## src/rtl/score_bcd_pkg.sv

```systemverilog
// Shared constants for the binary-to-BCD score converter: operand/digit
// widths, saturation limit, counter width and FSM state encodings.
package score_bcd_pkg;
    localparam int BIN_W  = 27;
    localparam int DIGITS = 8;
    localparam int BCD_W  = 4 * DIGITS;
    localparam int CNT_W  = $clog2(BIN_W);

    localparam logic [BIN_W-1:0] MAX_VAL = 27'd99_999_999;

    localparam logic [1:0] S_IDLE  = 2'd0;
    localparam logic [1:0] S_SHIFT = 2'd1;
    localparam logic [1:0] S_DONE  = 2'd2;
endpackage

```

## src/rtl/bcd_add3.sv

```systemverilog
// Double-dabble nibble corrector: adds 3 to any digit of 5 or more.
// Purely combinational, zero latency, no flow control.
module bcd_add3 (
    input  logic [3:0] nib,
    output logic [3:0] fixed
);
    assign fixed = (nib >= 4'd5) ? nib + 4'd3 : nib;
endmodule

```

## src/rtl/score_bcd.sv

```systemverilog
// Iterative binary-to-BCD converter, one operand bit per clock; done pulses BIN_W+1
// clocks after the accepting start edge, start ignored while busy, result held between runs.
module score_bcd
    import score_bcd_pkg::*;
(
    input  logic             clk,
    input  logic             clr_n,
    input  logic             start,
    input  logic [BIN_W-1:0] bin,
    output logic             busy,
    output logic             done,
    output logic [BCD_W-1:0] bcd,
    output logic             ovf
);
    logic [1:0]       state;
    logic [CNT_W-1:0] count;
    logic [BIN_W-1:0] opr;
    logic [BCD_W-1:0] acc;
    logic [BCD_W-1:0] acc_fix;
    logic             ovf_pend;

    for (genvar g = 0; g < DIGITS; g++) begin : g_fix
        bcd_add3 u_add3 (
            .nib   (acc[4*g +: 4]),
            .fixed (acc_fix[4*g +: 4])
        );
    end

    assign busy = (state != S_IDLE);

    always_ff @(posedge clk) begin
        if (!clr_n) begin
            state    <= S_IDLE;
            count    <= '0;
            opr      <= '0;
            acc      <= '0;
            ovf_pend <= 1'b0;
            done     <= 1'b0;
            bcd      <= '0;
            ovf      <= 1'b0;
        end else begin
            done <= 1'b0;
            case (state)
                S_IDLE: begin
                    if (start) begin
                        // Out-of-range scores saturate so the display shows all nines.
                        if (bin > MAX_VAL) begin
                            opr      <= MAX_VAL;
                            ovf_pend <= 1'b1;
                        end else begin
                            opr      <= bin;
                            ovf_pend <= 1'b0;
                        end
                        acc   <= '0;
                        count <= '0;
                        state <= S_SHIFT;
                    end
                end
                S_SHIFT: begin
                    acc   <= {acc_fix[BCD_W-2:0], opr[BIN_W-1]};
                    opr   <= {opr[BIN_W-2:0], 1'b0};
                    count <= count + 1'b1;
                    if (count == CNT_W'(BIN_W - 1)) begin
                        state <= S_DONE;
                    end
                end
                S_DONE: begin
                    bcd   <= acc;
                    ovf   <= ovf_pend;
                    done  <= 1'b1;
                    state <= S_IDLE;
                end
                default: state <= S_IDLE;
            endcase
        end
    end
endmodule
```

## config.mk

```make
export PLATFORM = sky130hd
export DESIGN_NAME = score_bcd
export DESIGN_NICKNAME = d
export VERILOG_FILES = /design/src/rtl/score_bcd_pkg.sv /design/src/rtl/bcd_add3.sv /design/src/rtl/score_bcd.sv
export SDC_FILE = /design/constraint.sdc
export NUM_CORES = 1
export LEC_CHECK = 0
export CORE_ASPECT_RATIO = 2
export CORE_UTILIZATION = 49
export CTS_CLUSTER_SIZE = 14
export DETAILED_ROUTE_END_ITERATION = 10
export GPL_TIMING_DRIVEN = 0
export PLACE_DENSITY = 0.76
export SLEW_MARGIN = 15
export SYNTH_ARGS = -nofsm -noshare
export SYNTH_HDL_FRONTEND = slang
export SYNTH_SLANG_ARGS = --single-unit
```

## constraint.sdc

```tcl
create_clock -name clk -period 1.5 [get_ports clk]
set_input_delay 0.3 -clock clk [delete_from_list [all_inputs] [get_ports clk]]
set_output_delay 0.3 -clock clk [all_outputs]
set_load 0.02 [all_outputs]
```

==> metrics.md, run 1 <==
| Metric | Value |
|---|---|
| Outcome | `finished, violations left` |
| Violated checks | `DRC, setup timing` |
| Reg clk slew, reported paths | `0.07 ns` |
| Final Hold Fails | `0` |
| Crit path buf inv count | `1` |
| Final core utilization | `0.6983` |
| Port buffer count | `64` |
| Leak | `2.541 nW` |
| Peak supply drop | `0.0008016 V` |
| Post-route DRC | `4` |
| Worst setup margin | `-0.07410 ns` |
| Sequential fraction of the synthesis area | `0.4381` |
| R2r setup slk | `-0.07 ns` |
| Synth warnings | `0` |
| Top-count cell post-synth | `dfxtp_1` |
| Synth Net Count | `601` |
| Max-cap violations | `0` |
| Slowest CP cell | `dfxtp_2` |
| Clock Tree Buf Depth | `2` |
| # clock sinks | `101` |
| CTS Buf Count | `9` |
| Vias in the first global route | `4,344` |
| All-Layer GR Usage | `0.2689` |
| Hold Path Stages | `3` |
| Cell Pwr Density | `958.7 nW/um^2` |
| Share of layout cells above drive strength 1 | `0.2393` |
| Post-synth top area share | `0.4381` |
| Post-route antenna net violation count | `0` |
| Initial Util | `0.5087` |
| Crit. path cell count | `7` |
| Number of synthesized register bits | `101` |
| Placement Rows | `49` |
| Clock Tree Root | `clkbuf_16` |
| Mapped Cells | `553` |
| Fmax achieved | `635.3 MHz` |
| Die X | `70.63 um` |
| Fillers | `705` |
| Cell taking the most area after synthesis | `dfxtp_1` |
| Syn Std Cell Area | `4616 sq um` |
| Startpoint types | `flop` |
| Setup crit end | `acc[6]` |
| WL/cell | `17.56 um` |
| Worst hold-check path type | `primary input to flop` |
| Worst-path maximum fanout | `3` |
| Fin crit period | `1.574 ns` |
| Largest net degree at the start of global routing | `17` |
| CP Capture Type | `flop` |
| Synth cell types | `47` |
| GPL Wtd Cong | `0.9011` |
| Worst Reg-to-Reg Cells | `7` |
| Syn-to-layout area delta | `37.27%` |
| Setup Viol. Count Final | `3` |
| GRT overflow | `0` |
| Critical path data arrival time | `1.87 ns` |
| Via Count | `4,452` |
| Cells along the critical path | `inv_1 > ha_1 > nand2b_1 > a21oi_2 > mux2_4 > o21ai_1 > and2_1` |
| Top FF cell, synth | `dfxtp_1` |
| Core Region | `9074 sq um` |
| WL final | `13,310 um` |
| Clk_skew | `0.007733 ns` |
| Max Slew Vio Count | `0` |
| Post-DP HPWL | `8588 um` |
| CP required | `1.80 ns` |
| ANT cells | `0` |
| Top Family by Delay on Critical Path | `flip-flops` |
| Post-synth top cells | `101 x dfxtp_1, 86 x nand2_1, 52 x a21oi_1` |
| Ys async rst share | `0` |
| Initial antenna violation count | `0` |
| Reg-to-reg critical path endpoint | `acc[6]` |
| First-pass GRT wire length | `20,600 um` |
| # IOs | `65` |
| RSZ-0062 raised after global routing | `true` |
| Die height | `139.3 um` |
| Period utilization | `1.049` |
| Layout net count | `699` |
| Hold slack final | `0.2937 ns` |
| First-pass DRT Iterations | `11` |
| Syn avg cell area | `8.347 sq um` |
| Slowest cell delay on critical path | `0.33 ns` |
| Critical Path Source | `acc[5]` |
| CTS tree | `done` |
| Reg2reg start | `acc[5]` |
| Iteration-0 DRC Markers | `359` |
| Hold_sp | `bin[17]` |
| Die area | `9836 sq um` |
| Least-Margin Pin Slew | `0.5643 ns` |
| Clk_lat worst skew | `0.35 ns` |
| Dominant cells by area after synthesis | `dfxtp_1 44%, nand2_1 7.0%, a21oi_1 5.6%, ha_1 4.9%, o21ai_0 3.4%` |
| H-tree depth | `3` |
| Worst setup path class | `flop to flop` |
| Slew headroom | `0.6238` |
| Post-synth EDFFs | `0` |
| DR vias/cell | `5.873` |
cell type report:
| cell class | count | area (sq um) | share of cell area |
|---|---|---|---|
| Timing Repair Buffer | 89 | 774.5 | 0.1222 |
| Buffer | 32 | 206.4 | 0.03258 |
| Clock buffer | 11 | 252.7 | 0.03989 |
| Inverter | 31 | 126.4 | 0.01994 |
| Multi-Input combinational cell | 387 | 2686 | 0.4240 |
| Tap cell | 102 | 127.6 | 0.02014 |
| Clock inverter | 5 | 103.9 | 0.01639 |
| Sequential cell | 101 | 2058 | 0.3248 |
sequential cells by signal, summed over array words and instances (netlist names):
name / count
acc: 32
count: 5
opr: 27
state: 2
bcd: 32
ovf: 1
done: 1
ovf_pend: 1
per-layer routing:
layer / global-route usage / vias to the layer above / part of all wire
met5: 0 / - / 0
met4: 0.1853 / 0 / 0.058
met3: 0.04345 / 64 / 0.049
met2: 0.5008 / 185 / 0.54
met1: 0.2634 / 2096 / 0.35
li1: - / 2107 / -
cells in the final DEF, fill, tap and decap left out, drive strengths merged, types with 18 or more instances in the layout:
cell,Yosys,final
dfxtp,101,101
nor2,29,29
a21oi,59,59
nor3,21,21
nand2,86,86
clkbuf,22,34
buf,12,36
dlygate4sd2,0,42
inv,31,32
ha,18,18
o21ai,34,34
tightest hold or removal path, stage by stage:
cell      delay [ns]
clkbuf_2        0.10
a222oi_1        0.09
nor2b_1         0.12
how the worst min path moves through the flow:
stage | endpoint | slack, ns
floorplan | ovf | 0.43
global placement | bcd[11] | 0.44
global route | opr[17] | 0.32
detailed placement | bcd[18] | 0.45
CTS | opr[22] | 0.35
finish | opr[17] | 0.29
power by group:
group          total, mW  switching, mW  internal, mW
Sequential          2.78         0.0456          2.74
Clock               2.76           1.03          1.72
Combinational      0.532          0.316         0.216
Total               6.07           1.39          4.68
what timing repair did:
| action | CTS | global route |
|---|---|---|
| hold endpoints to repair | 0 | 0 |
| hold buffers | 0 | 0 |
| gates resized for setup | 127 | 86 |
| buffers inserted | 18 | 7 |
| pin swaps | 16 | 23 |
| gates cloned | 1 | 0 |
| endpoints found under the setup margin | 132 | 92 |
stage by stage:
step | power (mW) | instance area [sq um] | TNS (ns) | setup slack [ns] | instances
global placement | 3.315 | 5419 | -38.61 | -0.6401 | 719
detailed placement | 3.324 | 5419 | -40.66 | -0.6821 | 719
floorplan | 3.109 | 4651 | 0 | 0.02431 | 553
global route | 6.220 | 6336 | -0.6507 | -0.1327 | 758
CTS | 6.026 | 6038 | -0.06622 | -0.06622 | 752
finish | 6.074 | 6336 | -0.1540 | -0.07410 | 758
kinds of logic (layout without fill, tap and decap cells):
| family | after synthesis | after routing | share of synthesized area |
|---|---|---|---|
| simple gates | 195 | 195 | 0.1984 |
| compound gates | 151 | 151 | 0.2087 |
| flops | 101 | 101 | 0.4381 |
| buf+inv | 65 | 168 | 0.05828 |
| fa+ha+maj | 18 | 18 | 0.04879 |
| xor+xnor | 15 | 15 | 0.02846 |
| mux | 8 | 8 | 0.01925 |
No activity file was read; power rests on OpenSTA's default activity.
==> inputs of run 2 (changes only) <==
--- a/config.mk
+++ b/config.mk
@@ -6,6 +6,7 @@
 export NUM_CORES = 1
 export LEC_CHECK = 0
 export CORE_ASPECT_RATIO = 2
+export CORE_MARGIN = 4
 export CORE_UTILIZATION = 49
 export CTS_CLUSTER_SIZE = 14
 export DETAILED_ROUTE_END_ITERATION = 10
@@ -14,4 +15,5 @@
 export SLEW_MARGIN = 15
 export SYNTH_ARGS = -nofsm -noshare
 export SYNTH_HDL_FRONTEND = slang
+export SYNTH_HIERARCHICAL = 1
 export SYNTH_SLANG_ARGS = --single-unit
==> metrics.md, run 2 <==
| Metric | Value |
|---|---|
| Outcome | `finished, violations left (unchanged)` |
| Violated checks | `setup timing (was DRC, setup timing)` |
| First-pass GRT wire length | `17,780 um (was 20,600 um)` |
| Clock Tree Buf Depth | `2 (unchanged)` |
| Die X | `75.69 um (was 70.63 um)` |
| Reg clk slew, reported paths | `0.06 ns (was 0.07 ns)` |
| Synth Net Count | `568 (was 601)` |
| Least-Margin Pin Slew | `0.5528 ns (was 0.5643 ns)` |
| CTS Buf Count | `9 (unchanged)` |
| WL/cell | `15.31 um (was 17.56 um)` |
| Fmax achieved | `613.8 MHz (was 635.3 MHz)` |
| Post-route DRC | `0 (was 4)` |
| Placed Area | `5259 sq um (was 5419 sq um)` |
| Post-DP HPWL | `7961 um (was 8588 um)` |
| GRT overflow | `0 (unchanged)` |
| Final instance area | `5718 sq um (was 6336 sq um)` |
| Final Hold Fails | `0 (unchanged)` |
| Final core utilization | `0.6388 (was 0.6983)` |
| Fin crit period | `1.629 ns (was 1.574 ns)` |
| Syn-to-layout area delta | `27.33% (was 37.27%)` |
| GPL Wtd Cong | `0.8484 (was 0.9011)` |
| Share of layout cells above drive strength 1 | `0.1388 (was 0.2393)` |
| Largest net degree at the start of global routing | `16 (was 17)` |
| Worst setup path class | `flop to flop (unchanged)` |
| R2r setup slk | `-0.13 ns (was -0.07 ns)` |
| Startpoint types | `flop (unchanged)` |
| RSZ-0062 raised after global routing | `true (unchanged)` |
| Max Slew Vio Count | `0 (unchanged)` |
| Clk_lat worst skew | `0.35 ns (about the same)` |
| Layout net count | `649 (was 699)` |
| Post-cts hold buffer count | `0 (unchanged)` |
| Commonest non-fill, non-tap cells in the layout | `107 x nand2_1, 99 x dfxtp_1, 49 x a21oi_1, 40 x dlygate4sd2_1, 34 x inv_1 (was 85 x nand2_1, 84 x dfxtp_1, 43 x a21oi_1, 42 x dlygate4sd2_1, 26 x nor2_1)` |
| Hold Path Stages | `3 (unchanged)` |
| Worst hold-check path type | `primary input to flop (unchanged)` |
| Worst Reg-to-Reg Cells | `6 (was 7)` |
| # IOs | `65 (unchanged)` |
| CP Capture Type | `flop (unchanged)` |
| Initial antenna violation count | `0 (unchanged)` |
| Post-route antenna net violation count | `0 (unchanged)` |
| Clk_skew | `0.005678 ns (was 0.007733 ns)` |
| Final cell count without fillers | `707 (was 758)` |
| Syn Std Cell Area | `4491 sq um (was 4616 sq um)` |
| Initial Util | `0.5017 (was 0.5087)` |
| Placement Rows | `49 (unchanged)` |
| Setup Viol. Count Final | `52 (was 3)` |
| Cell Pwr Density | `967.0 nW/um^2 (was 958.7 nW/um^2)` |
| H-tree depth | `3 (unchanged)` |
| CP required | `1.73 ns (was 1.80 ns)` |
| Leak | `2.420 nW (was 2.541 nW)` |
| Cells along the critical path | `or3b_4 > buf_6 > a2111oi_4 > a21o_4 > buf_8 > a21oi_1 (was inv_1 > ha_1 > nand2b_1 > a21oi_2 > mux2_4 > o21ai_1 > and2_1)` |
| Final Power | `5.530 mW (was 6.074 mW)` |
| Critical path data arrival time | `1.86 ns (was 1.87 ns)` |
| Core Region | `8951 sq um (was 9074 sq um)` |
| Die area | `10,850 sq um (was 9836 sq um)` |
| Placed Cells | `685 (was 719)` |
| Slowest CP cell | `or3b_4 (was dfxtp_2)` |
| Worst-path maximum fanout | `10 (was 3)` |
| First-pass DRT Iterations | `5 (was 11)` |
| Vias in the first global route | `4,049 (was 4,344)` |
| Hold slack final | `0.2468 ns (was 0.2937 ns)` |
| ANT cells | `0 (unchanged)` |
| Slowest cell delay on critical path | `0.39 ns (was 0.33 ns)` |
| WL final | `10,820 um (was 13,310 um)` |
| Mapped Cells | `520 (was 553)` |
| Peak supply drop | `0.0007654 V (was 0.0008016 V)` |
| Most common cell after layout, fill and taps aside | `nand2_1 (unchanged)` |
| Syn avg cell area | `8.636 sq um (was 8.347 sq um)` |
| CTS tree | `done (unchanged)` |
| Crit. path cell count | `6 (was 7)` |
| Top Family by Delay on Critical Path | `compound AO/OA/AOI/OAI gates (was flip-flops)` |
| All-Layer GR Usage | `0.2100 (was 0.2689)` |
| Top flop regs | `acc: 32 flops, bcd: 32 flops, opr: 27 flops (unchanged)` |
| DR vias/cell | `5.669 (was 5.873)` |
| Synth warnings | `6 (was 0)` |
| Crit path buf inv count | `2 (was 1)` |
| Iteration-0 DRC Markers | `232 (was 359)` |
| Period utilization | `1.086 (was 1.049)` |
| Max-cap violations | `0 (unchanged)` |
| # clock sinks | `101 (unchanged)` |
| Clock Tree Root | `clkbuf_16 (unchanged)` |
| Die height | `143.4 um (was 139.3 um)` |
| Slew headroom | `0.6315 (was 0.6238)` |
| Port buffer count | `63 (was 64)` |
| Via Count | `4,008 (was 4,452)` |
| Worst setup margin | `-0.1291 ns (was -0.07410 ns)` |
[run 2: changes by cell type in the layout (fill, tap and decap cells not counted), sizes merged, moves of 11 or more]
cell | previous run | this run
a21boi | 13 | 0
buf | 36 | 18
and2 | 12 | 1
a22o | 0 | 32
nor3 | 21 | 3
nand3 | 15 | 3
nand2 | 86 | 108
o21ai | 34 | 15
nor2 | 29 | 17
[run 2: what timing repair did]
action	in CTS	in global routing
cloned	0	1
pin swaps	6	11
gates resized for setup	84	22
setup endpoints to repair	130	92
setup buffers	8	0
[run 2: cell type report]
class / count / area [sq um]
Fill cell: 752 / 3233
Multi-Input combinational cell: 353 / 2295
Sequential cell: 101 / 2024
Timing Repair Buffer: 72 / 658.1
Clock buffer: 12 / 256.5
Buffer: 29 / 202.7
Inverter: 35 / 132.6
Tap cell: 102 / 127.6
Clock inverter: 3 / 21.27
[run 2: power by group]
group / leakage [nW] / total [mW] / switching, mW / internal [mW]
clock: 0.135 / 2.18 / 0.971 / 1.21
sequential: 0.820 / 2.81 / 0.0522 / 2.76
combinational: 1.46 / 0.541 / 0.292 / 0.248
total: 2.42 / 5.53 / 1.32 / 4.21
[run 2: worst reg2reg max path, delay by kind of cell (launching register included)]
kind	cells	cell delay (ns)
AND/OR/NAND/NOR	1	0.39
AO/OA/AOI/OAI	3	0.52
flip-flops	1	0.33
buffers and inverters	2	0.28
[run 2: through the flow]
stage	setup TNS [ns]	setup WS, ns
after global placement	-43.29	-0.6923
final	-2.917	-0.1291
after floorplan	-0.5572	-0.05572
after detailed placement	-44.47	-0.7153
after global routing	-5.919	-0.1891
after CTS	-2.722	-0.1637
[run 2: worst paths after layout]
kind         startpoint  endpoint
min reg2reg     bcd[15]   bcd[15]
max reg2reg    state[1]   opr[23]
min             bin[16]   opr[16]
max            state[1]   opr[23]
[run 2: per-layer routing]
layer / wire length, um / global-route usage / vias to the layer above
li1: - / - / 1966
met1: 3835 / 0.2011 / 1892
met2: 6134 / 0.4017 / 121
met3: 456 / 0.03431 / 29
met4: 397 / 0.1106 / 0
met5: 0 / 0 / -
